==> src/rtl/sevenseg_scan_controller_if.sv <==
// sevenseg_scan_controller_if: load/value in, scan outputs and pending status back
interface sevenseg_scan_controller_if #(
    parameter int NUM_DIGITS = 4
);
    logic                    load;
    logic [4*NUM_DIGITS-1:0] value;
    logic                    pending;
    logic [3:0]              scan_nibble;
    logic [NUM_DIGITS-1:0]   digit_en;
    logic                    frame_done;

    modport master (
        output load, value,
        input  pending, scan_nibble, digit_en, frame_done
    );

    modport slave (
        input  load, value,
        output pending, scan_nibble, digit_en, frame_done
    );
endinterface

==> src/rtl/sevenseg_scan_controller.sv <==
// sevenseg_scan_controller: double-buffered seven-segment digit scanner; LEADING_ZERO_BLANK_EN darkens leading zero digits
module sevenseg_scan_controller #(
    parameter int NUM_DIGITS = 4,
    parameter int PRESCALE   = 50000
) (
    input logic                       clock,
    input logic                       reset_n,
    sevenseg_scan_controller_if.slave bus
);
    localparam int W  = 4 * NUM_DIGITS;
    localparam int IW = $clog2(NUM_DIGITS);
    localparam int CW = $clog2(PRESCALE + 1);
    localparam logic [IW-1:0] LAST_IDX  = IW'(NUM_DIGITS - 1);
    localparam logic [CW-1:0] DRIVE_END = CW'(PRESCALE - 1);
    localparam logic [CW-1:0] GUARD_END = CW'(1);

    typedef enum logic {GUARD, DRIVE} state_t;

    state_t                state, state_nx;
    logic [IW-1:0]         idx, idx_nx;
    logic [CW-1:0]         cnt, cnt_nx;
    logic [W-1:0]          active, shadow, active_nx;
    logic [3:0]            nibble;
    logic                  pending, lit, slot_end, frame_done, swap;
    logic [NUM_DIGITS-1:0] digit_en;

`ifdef LEADING_ZERO_BLANK_EN
    assign lit = (idx == '0) || ((active >> (4 * idx)) != '0);
`else
    assign lit = 1'b1;
`endif

    // Slot sequencing: 2-cycle dark guard (covers decoder latency), then PRESCALE lit cycles
    always_comb begin
        state_nx = state;
        idx_nx   = idx;
        cnt_nx   = cnt + 1'b1;
        slot_end = 1'b0;
        digit_en = '0;
        if (state == GUARD) begin
            if (cnt == GUARD_END) begin
                state_nx = DRIVE;
                cnt_nx   = '0;
            end
        end else begin
            digit_en = lit ? ({{(NUM_DIGITS-1){1'b0}}, 1'b1} << idx) : '0;
            if (cnt == DRIVE_END) begin
                slot_end = 1'b1;
                state_nx = GUARD;
                cnt_nx   = '0;
                idx_nx   = (idx == LAST_IDX) ? '0 : idx + 1'b1;
            end
        end
    end

    assign frame_done = slot_end && (idx == LAST_IDX);
    assign swap       = frame_done && pending;
    assign active_nx  = swap ? shadow : active;

    // Scan state register
    always_ff @(posedge clock or negedge reset_n) begin
        if (!reset_n) begin
            state <= GUARD;
            idx   <= '0;
            cnt   <= '0;
        end else begin
            state <= state_nx;
            idx   <= idx_nx;
            cnt   <= cnt_nx;
        end
    end

    // Display buffers: shadow takes loads, active swaps only at frame end; nibble refreshed on guard entry
    always_ff @(posedge clock or negedge reset_n) begin
        if (!reset_n) begin
            active  <= '0;
            shadow  <= '0;
            pending <= 1'b0;
            nibble  <= '0;
        end else begin
            active  <= active_nx;
            pending <= bus.load | (pending & ~swap);
            if (bus.load)
                shadow <= bus.value;
            if (slot_end)
                nibble <= active_nx[4*idx_nx +: 4];
        end
    end

    assign bus.pending     = pending;
    assign bus.scan_nibble = nibble;
    assign bus.digit_en    = digit_en;
    assign bus.frame_done  = frame_done;
endmodule

==> src/flat_wrapper.sv <==
// flat-port wrapper written by rule: the top's interface ports become plain ports
module sevenseg_scan_controller_flat 
#(
    parameter int NUM_DIGITS = 4,
    parameter int PRESCALE   = 50000
)
  (clock, reset_n, bus_load, bus_value, bus_pending, bus_scan_nibble, bus_digit_en, bus_frame_done);
  sevenseg_scan_controller_if #(.NUM_DIGITS(NUM_DIGITS)) bus_i ();
  input logic clock;
  input logic reset_n;
  input wire logic [$bits(bus_i.load)-1:0] bus_load;
  input wire logic [$bits(bus_i.value)-1:0] bus_value;
  output wire logic [$bits(bus_i.pending)-1:0] bus_pending;
  output wire logic [$bits(bus_i.scan_nibble)-1:0] bus_scan_nibble;
  output wire logic [$bits(bus_i.digit_en)-1:0] bus_digit_en;
  output wire logic [$bits(bus_i.frame_done)-1:0] bus_frame_done;
  assign bus_i.load = bus_load;
  assign bus_i.value = bus_value;
  assign bus_pending = bus_i.pending;
  assign bus_scan_nibble = bus_i.scan_nibble;
  assign bus_digit_en = bus_i.digit_en;
  assign bus_frame_done = bus_i.frame_done;
  sevenseg_scan_controller #(.NUM_DIGITS(NUM_DIGITS), .PRESCALE(PRESCALE)) u_core (.clock(clock), .reset_n(reset_n), .bus(bus_i));
endmodule
==> config.mk <==
export PLATFORM = sky130hd
export DESIGN_NAME = sevenseg_scan_controller_flat
export DESIGN_NICKNAME = d
export VERILOG_FILES = /design/src/rtl/sevenseg_scan_controller_if.sv /design/src/rtl/sevenseg_scan_controller.sv /design/src/flat_wrapper.sv
export SDC_FILE = /design/constraint.sdc
export NUM_CORES = 1
export LEC_CHECK = 0
export ABC_AREA = 1
export CORE_MARGIN = 10
export CORE_UTILIZATION = 55
export DETAILED_ROUTE_END_ITERATION = 7
export DONT_BUFFER_PORTS = 1
export PLACE_DENSITY = 0.7
export SETUP_SLACK_MARGIN = 0.05
export SLEW_MARGIN = 15
export SYNTH_ARGS = -nofsm -noshare
export SYNTH_HDL_FRONTEND = slang
export SYNTH_SLANG_ARGS = --single-unit
==> constraint.sdc <==
create_clock -name clock -period 2.4 [get_ports clock]
set_clock_uncertainty 0.15 [all_clocks]
set_input_delay 0.48 -clock clock [delete_from_list [all_inputs] [get_ports clock]]
set_output_delay 0.48 -clock clock [all_outputs]
set_load 0.05 [all_outputs]
==> results of run 1 <==
## Yosys cell counts, types with 6 or more instances
cell | number | share of area
dfrtp_1 | 56 | 0.48
ha_1 | 6 | 0.026
inv_1 | 48 | 0.062
inv_2 | 6 | 0.0077
nand2_1 | 115 | 0.15
nand2_2 | 8 | 0.017
nand3_1 | 32 | 0.055
nand4_1 | 9 | 0.019
nor2_1 | 22 | 0.028
nor2_2 | 6 | 0.013
o21ai_0 | 12 | 0.021
## state kept, by name, summed over array words and instances (netlist names)
| name | count |
|---|---|
| u_core.shadow | 16 |
| u_core.bus.pending | 1 |
| u_core.state | 1 |
| u_core.bus.scan_nibble | 4 |
| u_core.active | 16 |
| u_core.idx | 2 |
| u_core.cnt | 16 |
## layout by cell type, fill, tap and decap left out, drive strengths merged
| master | instances |
|---|---|
| a21oi | 4 |
| a31oi | 1 |
| buf | 9 |
| clkbuf | 6 |
| clkinv | 2 |
| dfrtp | 56 |
| dlygate4sd3 | 1 |
| ha | 6 |
| inv | 56 |
| nand2 | 124 |
| nand3 | 34 |
| nand4 | 12 |
| nor2 | 33 |
| nor3 | 6 |
| nor3b | 3 |
| nor4 | 1 |
| o21a | 1 |
| o21ai | 13 |
| or2 | 1 |
| xor2 | 5 |
## power by group
part           switching (W)  internal (W)
clock network       0.000302      0.000237
logic              0.0000369     0.0000172
registers         0.00000951      0.000966
## final cells by class
class	count	area, sq um	area share
tap	70	87.6	0.0277
clock buffer	6	82.6	0.0261
multi-input combinational	244	1260	0.399
inverter	56	213	0.0672
timing repair buffer	10	101	0.0320
clock inverter	2	13.8	0.00435
sequential	56	1400	0.443
## routing by layer
layer,vias to the layer above,share of wire,wire length [microns],global-route usage
li1,1149,-,-,-
met1,1046,0.45,2620,0.172
met2,36,0.51,2940,0.249
met3,11,0.027,156,0.0379
met4,0,0.016,95,0.0578
met5,-,0,0,0
## per-stage QoR
stage / worst slack [ns] / hold WS (ns) / instances
after floorplan: 0.462 / 0.0344 / 363
after global placement: 0.398 / 0.0373 / 431
after detailed placement: 0.339 / 0.0373 / 431
after CTS: 0.0573 / 0.108 / 441
after global routing: 0.00336 / 0.0942 / 444
final: 0.0988 / 0.113 / 444
## kinds of logic (layout without fill, tap and decap cells)
kind of cell               Yosys count  in the layout  synth area share
xor gates and xnor gates             5              5            0.0151
AOI/OAI and AO/OA                   19             19            0.0379
and+or+nand+nor                    214            214             0.353
buffers and inverters               63             74            0.0857
adders and majority gates            6              6            0.0258
DFF                                 56             56             0.482
## worst max-delay path by stage
stage | startpoint | to | slack [ns] | cells after the start
finish | u_core.cnt[0] | bus_frame_done | 0.1 | 6
global route | u_core.cnt[0] | bus_frame_done | 0.003 | 6
CTS | u_core.cnt[0] | bus_frame_done | 0.06 | 6
detailed placement | u_core.cnt[0] | u_core.bus.scan_nibble[2] | 0.34 | 12
global placement | u_core.cnt[0] | bus_frame_done | 0.40 | 6
floorplan | u_core.cnt[0] | u_core.bus.scan_nibble[0] | 0.46 | 11
## critical path, delay by kind of cell (launching register included)
| kind | cells | cell delay [ns] |
|---|---|---|
| buffers and inverters | 1 | 0.18 |
| adder cells (fa/ha/maj) | 1 | 0.23 |
| AND/OR/NAND/NOR | 4 | 0.56 |
| flip-flops | 1 | 0.39 |
## timing repair
item | 4_1_cts | 5_1_grt
pin swaps | 0 | 0
endpoints found under the hold margin | 56 | 0
resized for setup | 2 | 4
endpoints found under the setup margin | 1 | 2
gates cloned | 0 | 0
hold buffers | 2 | 0
buffers inserted | 0 | 3
==> metrics.md, run 1 <==
| Metric | Value |
|---|---|
| Outcome | `finished, final reports clean` |
| Hold Path Origin | `bus_load` |
| Hold path depth | `1` |
| Vias in the first global route | `2411` |
| Core footprint | `0.00511 sq mm` |
| FFs w/ async S/R, synth | `1.00` |
| Yosys warns | `0` |
| CP max-delay cell | `dfrtp_1` |
| Effective utilization at floorplan | `0.569` |
| H-tree depth | `2` |
| Slew @ Worst Pin | `0.484 ns` |
| Die area | `0.00859 sq mm` |
| Final min period | `2.30 ns` |
| Hold Path End | `u_core.shadow[5]` |
| Crit-path max cell delay | `0.39 ns` |
| First-pass GRT wire length | `10500 microns` |
| # port buffers | `0` |
| Drt wl/cell | `13.1 microns` |
| Critical Path Source Type | `flip-flop` |
| CTS tree | `yes` |
| R2R Setup Slk | `0.37 ns` |
| Die H | `92.7 microns` |
| Global Route Usage Sum | `0.146` |
| Setup TNS | `0 ns` |
| Drt first pass iters | `4` |
| Clk_lat worst skew | `0.31 ns` |
| R2R Path End | `u_core.bus.scan_nibble[2]` |
| Final Slew Violations | `0` |
| Antenna violations before repair | `0` |
| Share of layout cells above drive strength 1 | `0.152` |
| Num ports | `29` |
| Final setup fails | `0` |
| Final Cycle Share | `0.959` |
| Die Span X | `92.7 microns` |
| Starting DRC count in detailed routing | `88` |
| Leakage Power | `1.70 nW` |
| CTS root buffer | `clkbuf_8` |
| Antenna cells | `0` |
| Post-synthesis cell type count | `31` |
| Worst path cell trace | `ha_2 > nand3_4 > nor2_4 > nand2_1 > nor2_4 > buf_6` |
| Top_reg_cell synth | `dfrtp_1` |
| Peak VDD IR | `352 uV` |
| DP HPWL | `4440 microns` |
| Power Density | `496 mW/mm^2` |
| GP Congestion | `0.828` |
| Most used cell, CP | `nor2_4` |
| Total Power | `0.00157 W` |
| Crit Path Max Fanout | `5` |
| Seq/Total Area, Yosys | `0.482` |
| CTS Buf Count | `5` |
| Seq cells post-synth | `56` |
| Gate Count Post-Synth | `363` |
| Slew HR | `0.677` |
| Area growth syn-to-layout | `8.91%` |
| # nets final | `398` |
| Largest net degree at the start of global routing | `57` |
| Fin util | `0.620` |
| Drt drc | `0` |
| Design area | `0.00317 sq mm` |
| Vias | `2242` |
| Number of synthesized flops with an enable pin | `0` |
| Clock sinks | `56` |
| Final hold violation count | `0` |
| Vias per cell | `5.05` |
| Final ANT Viol Nets | `0` |
| Max Fclk | `435 MHz` |
| Crit path required time | `1.77 ns` |
| R2R cell count | `12` |
| Clk buf depth | `2` |
| Clock Pin Slew Worst Setup and Hold Paths | `0.10 ns` |
| Syn Nets | `388` |
| Post-Syn Area per Cell | `8.01 sq um` |
| Max-cap violations | `0` |
| Placed cell area | `0.00300 sq mm` |
| CP arrival | `1.67 ns` |
| Worst Setup Path Type | `reg2out` |
| RSZ-0062 raised after global routing | `yes` |
| Mapped Area | `0.00291 sq mm` |
| CP Capture Type | `output port` |
| Hold crit path type | `in2reg` |
| FP Rows | `26` |
| Global route total overflow | `0` |
| Reg2reg start | `u_core.cnt[0]` |
| FILL cells | `488` |
| Drt total wl | `5800 microns` |
(Power assumes the default switching activity.)
==> run 2, diff against run 1 <==
--- a/config.mk
+++ b/config.mk
@@ -7,10 +7,11 @@
 export LEC_CHECK = 0
 export ABC_AREA = 1
 export CORE_MARGIN = 10
-export CORE_UTILIZATION = 55
+export CORE_UTILIZATION = 63
 export DETAILED_ROUTE_END_ITERATION = 7
 export DONT_BUFFER_PORTS = 1
-export PLACE_DENSITY = 0.7
+export PLACE_DENSITY = 0.79
+export RECOVER_POWER = 25
 export SETUP_SLACK_MARGIN = 0.05
 export SLEW_MARGIN = 15
 export SYNTH_ARGS = -nofsm -noshare
==> metrics.md, run 2 (synthesized netlist as in run 1, its figures left out) <==
| Metric | Value |
|---|---|
| Commonest cells after routing, fill and taps aside | `nand2_1 (115), dfrtp_1 (52), inv_1 (48)` |
| Crit path required time | `1.77 ns` |
| Hold Path Origin | `bus_load` |
| Antenna violations before repair | `0` |
| Antenna cells | `0` |
| CTS tree | `yes` |
| Total Power | `0.00164 W` |
| Drt wl/cell | `13.1 microns` |
| Final setup fails | `0` |
| Slew HR | `0.121` |
| Die Span X | `87.9 microns` |
| Final Cycle Share | `0.942` |
| CP max-delay cell | `dfrtp_2` |
| Effective utilization at floorplan | `0.658` |
| Clk_lat worst skew | `0.31 ns` |
| First-pass GRT wire length | `9970 microns` |
| Slew @ Worst Pin | `1.32 ns` |
| FP Rows | `24` |
| CTS Buf Count | `5` |
| Met2 Wirelength | `2800 microns` |
| # port buffers | `0` |
| Global route total overflow | `0` |
| Power Density | `525 mW/mm^2` |
| Global Route Usage Sum | `0.159` |
| Area growth syn-to-layout | `7.28%` |
| Starting DRC count in detailed routing | `76` |
| Crit Path Max Fanout | `6` |
| Setup TNS | `0 ns` |
| Die H | `87.9 microns` |
| Share of layout cells above drive strength 1 | `0.154` |
| Max-cap violations | `0` |
| Largest net degree at the start of global routing | `57` |
| Leakage Power | `1.67 nW` |
| H-tree depth | `2` |
| Worst path top cell family by delay | `simple AND/OR/NAND/NOR gates` |
| Final Slew Violations | `0` |
| Final hold violation count | `0` |
| Critical Path Source Type | `flip-flop` |
| CP arrival | `1.63 ns` |
| Max Fclk | `442 MHz` |
| DP HPWL | `4260 microns` |
| Final ANT Viol Nets | `0` |
| Final min period | `2.26 ns` |
| Reg2reg start | `u_core.cnt[1]` |
| CP startpoint | `u_core.cnt[10]` |
| Vias per cell | `5.28` |
| Hold crit path type | `in2reg` |
| Biggest regs | `u_core.active: 16 flops, u_core.cnt: 16 flops, u_core.shadow: 16 flops` |
| Drt total wl | `5550 microns` |
| Crit-path max cell delay | `0.45 ns` |
| Clock Pin Slew Worst Setup and Hold Paths | `0.10 ns` |
| RSZ-0062 raised after global routing | `no` |
| Num ports | `29` |
| CTS root buffer | `clkbuf_8` |
| Drt first pass iters | `6` |
| Routed length on met1 | `2470 microns` |
| Drt drc | `0` |
| Clock sinks | `56` |
| Uppermost layer routed | `met4` |
| Most used cell, CP | `nor2_4` |
| Worst path cell trace | `nor2_2 > nand2_2 > nor2_4 > nand2_1 > nor2_4 > buf_6` |
| CP Capture Type | `output port` |
| Commonest non-fill, non-tap cell in the layout | `nand2_1` |
| Buf/Inv on CP | `1` |
| Vias | `2234` |
| Core footprint | `0.00441 sq mm` |
| Worst Setup Path Type | `reg2out` |
| # nets final | `395` |
| Peak VDD IR | `388 uV` |
| Die area | `0.00773 sq mm` |
| Outcome | `finished, final reports clean` |
| Met3 WL | `177 microns` |
| GP Congestion | `0.893` |
| Clk buf depth | `2` |
| Vias in the first global route | `2335` |
-- run 2: timing repair --
action	CTS	global route
hold buffers	2	0
buffers inserted	0	2
setup endpoints to repair	1	1
cloned	0	0
endpoints found under the hold margin	56	0
resized for setup	2	7
pin swaps	0	1
-- run 2: worst register-to-register path: cells and delay by family (launching register included) --
| family | cells | cell delay, ns |
|---|---|---|
| adders and majority gates | 1 | 0.23 |
| AOI/OAI and AO/OA | 1 | 0.21 |
| buffers and inverters | 2 | 0.18 |
| and+or+nand+nor | 8 | 0.75 |
| DFF | 1 | 0.38 |
-- run 2: per-layer routing --
| metal | vias to the layer above | global-route usage |
|---|---|---|
| met4 | 0 | 0.0565 |
| met5 | - | 0 |
| met3 | 11 | 0.0381 |
| li1 | 1151 | - |
| met2 | 35 | 0.272 |
| met1 | 1037 | 0.190 |
-- run 2: power by group --
part           internal (W)  switching, W  leakage [nW]
Combinational     0.0000130     0.0000356         0.903
Clock              0.000309      0.000303        0.0541
Sequential         0.000967     0.0000104         0.713
Total               0.00129      0.000349          1.67
-- run 2: final timing paths --
check                                            end  slack [ns]  depth (start not counted)
hold / removal                     u_core.shadow[12]        0.11                          1
setup reg to reg           u_core.bus.scan_nibble[1]        0.41                         12
max in group asynchronous             u_core.cnt[10]        0.37                          2
setup / recovery                      bus_frame_done        0.14                          6
min in group asynchronous              u_core.cnt[0]        0.85                          2
hold reg to reg                    u_core.shadow[10]        0.33                          2
-- run 2: cell type report --
class	instances	area, sq um
multi-input cells	244	1270
clock inverters	3	42.5
flip-flops and latches	56	1410
well taps	52	65.1
clock buffers	5	68.8
inverters	56	213
fillers	354	1300
repair buffers	7	56.3
-- run 2: metrics by stage --
stage | setup slack (ns) | hold slack, ns | instance area (sq um) | util | cells
after floorplan | 0.462 | 0.0344 | 2910 | - | 363
after global placement | 0.400 | 0.0370 | 2960 | 0.670 | 411
after detailed placement | 0.342 | 0.0371 | 2960 | 0.670 | 411
after CTS | 0.0537 | 0.111 | 3110 | 0.705 | 421
after global routing | 0.0549 | 0.112 | 3120 | 0.706 | 423
final | 0.140 | 0.115 | 3120 | 0.706 | 423
==> run 3, diff against run 2 <==
--- a/config.mk
+++ b/config.mk
@@ -6,7 +6,6 @@
 export NUM_CORES = 1
 export LEC_CHECK = 0
 export ABC_AREA = 1
-export CORE_MARGIN = 10
 export CORE_UTILIZATION = 63
 export DETAILED_ROUTE_END_ITERATION = 7
 export DONT_BUFFER_PORTS = 1
==> metrics.md, run 3 (synthesized netlist as in run 1, its figures left out) <==
| Metric | Value |
|---|---|
| Outcome | `finished, final reports clean` |
| Final min period | `2.26 ns` |
| Clock Pin Slew Worst Setup and Hold Paths | `0.09 ns` |
| Die area | `0.00489 sq mm` |
| FILL cells | `351` |
| WP depth | `6` |
| R2R Setup Slk | `0.32 ns` |
| Core footprint | `0.00438 sq mm` |
| Most used cell, CP | `nor2_4` |
| Setup crit end | `bus_frame_done` |
| Final Cycle Share | `0.942` |
| CP startpoint | `u_core.cnt[10]` |
| Clk buf depth | `2` |
| Buf/Inv on CP | `1` |
| Setup TNS | `0 ns` |
| Crit Path Max Fanout | `6` |
| Vias in the first global route | `2198` |
| Final ANT Viol Nets | `0` |
| Final Slew Violations | `0` |
| CP max-delay cell | `dfrtp_2` |
| Largest net degree at the start of global routing | `57` |
| Clk_lat worst skew | `0.31 ns` |
| Pint | `0.00135 W` |
| CP arrival | `1.63 ns` |
| # port buffers | `0` |
| Antenna violations before repair | `0` |
| Sw Pwr | `0.000336 W` |
| Drt wl/cell | `13.0 microns` |
| Num ports | `29` |
| Crit-path max cell delay | `0.46 ns` |
| Biggest regs | `u_core.active: 16 flops, u_core.cnt: 16 flops, u_core.shadow: 16 flops` |
| Worst hold margin | `0.121 ns` |
| RSZ-0062 raised after global routing | `no` |
| Crit path required time | `1.77 ns` |
| H-tree depth | `2` |
| Commonest cells after routing, fill and taps aside | `nand2_1 (115), dfrtp_1 (55), inv_1 (48)` |
| Final setup fails | `0` |
| GP Congestion | `0.858` |
| Global route total overflow | `0` |
| Die Span X | `69.9 microns` |
| # nets final | `401` |
| Slew HR | `0.666` |
| Combinational Power Share | `0.032` |
| Share of layout cells above drive strength 1 | `0.159` |
| Hold crit path type | `in2reg` |
| Die H | `69.9 microns` |
| R2R Path End | `u_core.bus.scan_nibble[0]` |
| Drt drc | `0` |
| Reg2reg start | `u_core.cnt[10]` |
| Final hold violation count | `0` |
| CTS Buf Count | `5` |
| Worst Setup Path Type | `reg2out` |
| Switching power share of the total | `0.199` |
| DP HPWL | `3980 microns` |
| Worst path cell trace | `nor2_4 > nand2_2 > nor2_4 > nand2_1 > nor2_4 > buf_8` |
| FP Rows | `24` |
| Starting DRC count in detailed routing | `95` |
| Sequential share of power | `0.578` |
| Drt total wl | `5570 microns` |
| CTS tree | `yes` |
| Area occupied by multi-input gates | `0.00128 sq mm` |
| Sequential cell area | `0.00140 sq mm` |
| CTS root buffer | `clkbuf_8` |
| Power Density | `525 mW/mm^2` |
| Vias per cell | `5.30` |
| Max Fclk | `442 MHz` |
| First-pass GRT wire length | `9630 microns` |
| Critical Path Source Type | `flip-flop` |
| Leakage Power | `1.73 nW` |
| Antenna cells | `0` |
| Clock share of power | `0.390` |
| Slew @ Worst Pin | `0.501 ns` |
| Max-cap violations | `0` |
| Vias | `2272` |
| CP Capture Type | `output port` |
| Peak VDD IR | `385 uV` |
| Global Route Usage Sum | `0.251` |
| Effective utilization at floorplan | `0.663` |
| Commonest non-fill, non-tap cell in the layout | `nand2_1` |
| R2R cell count | `13` |
| Clock sinks | `56` |
| Drt first pass iters | `4` |
| Worst path top cell family by delay | `simple AND/OR/NAND/NOR gates` |
| Area growth syn-to-layout | `10.6%` |
-- run 3: cell count changes in the layout (fill, tap and decap cells not counted), moves of 2 or more --
cell and change:
dfrtp_2 -3, dfrtp_1 +3, clkbuf_8 +2, buf_4 +6
-- run 3: how the worst min path moves through the flow --
stage | startpoint | to | slack, ns | cells after the start
after floorplan | reset_n | u_core.active[0] | 0.03 | 0
after global placement | reset_n | u_core.cnt[5] | 0.04 | 0
after detailed placement | reset_n | u_core.cnt[5] | 0.04 | 0
after CTS | bus_load | u_core.shadow[13] | 0.12 | 1
after global routing | bus_load | u_core.shadow[13] | 0.11 | 1
final | bus_load | u_core.shadow[15] | 0.12 | 1
-- run 3: power by group through the flow --
stage	registers (W)	logic, W	clock network (W)
2_1_floorplan	0.000992	0.0000292	0
3_3_place_gp	0.000995	0.0000291	0
3_5_place_dp	0.000995	0.0000307	0
4_1_cts	0.000976	0.0000563	0.000669
5_1_grt	0.000978	0.0000647	0.000700
6_report	0.000976	0.0000540	0.000657
-- run 3: routing by layer --
metal,track usage,wire length (microns),vias up,share of wire
met5,0,0,-,0
met4,0.104,130,0,0.023
met3,0.0519,149,12,0.027
met2,0.438,2880,45,0.52
met1,0.302,2410,1057,0.43
li1,-,-,1158,-
-- run 3: per-stage QoR --
stage / total power [W] / std cells / utilization / cell area [sq um] / setup WS [ns]
finish: 0.00169 / 429 / 0.733 / 3220 / 0.140
global route: 0.00174 / 429 / 0.733 / 3220 / 0.0590
global placement: 0.00102 / 412 / 0.676 / 2970 / 0.405
CTS: 0.00170 / 423 / 0.717 / 3150 / 0.0766
floorplan: 0.00102 / 363 / - / 2910 / 0.462
detailed placement: 0.00103 / 412 / 0.676 / 2970 / 0.324
-- run 3: cell type report --
cell class | instances | share of cell area
multi-input cells | 244 | 0.398
clock inverters | 1 | 0.00934
repair buffers | 13 | 0.0397
flip-flops and latches | 56 | 0.436
inverters | 56 | 0.0661
well taps | 52 | 0.0202
clock buffers | 7 | 0.0300
-- run 3: what timing repair did --
item                                    in CTS  in global routing
setup buffers                                1                  6
hold buffers                                 2                  0
endpoints found under the setup margin       1                  1
gates resized for setup                      3                  6
pin swaps                                    0                  2
endpoints found under the hold margin       56                  0
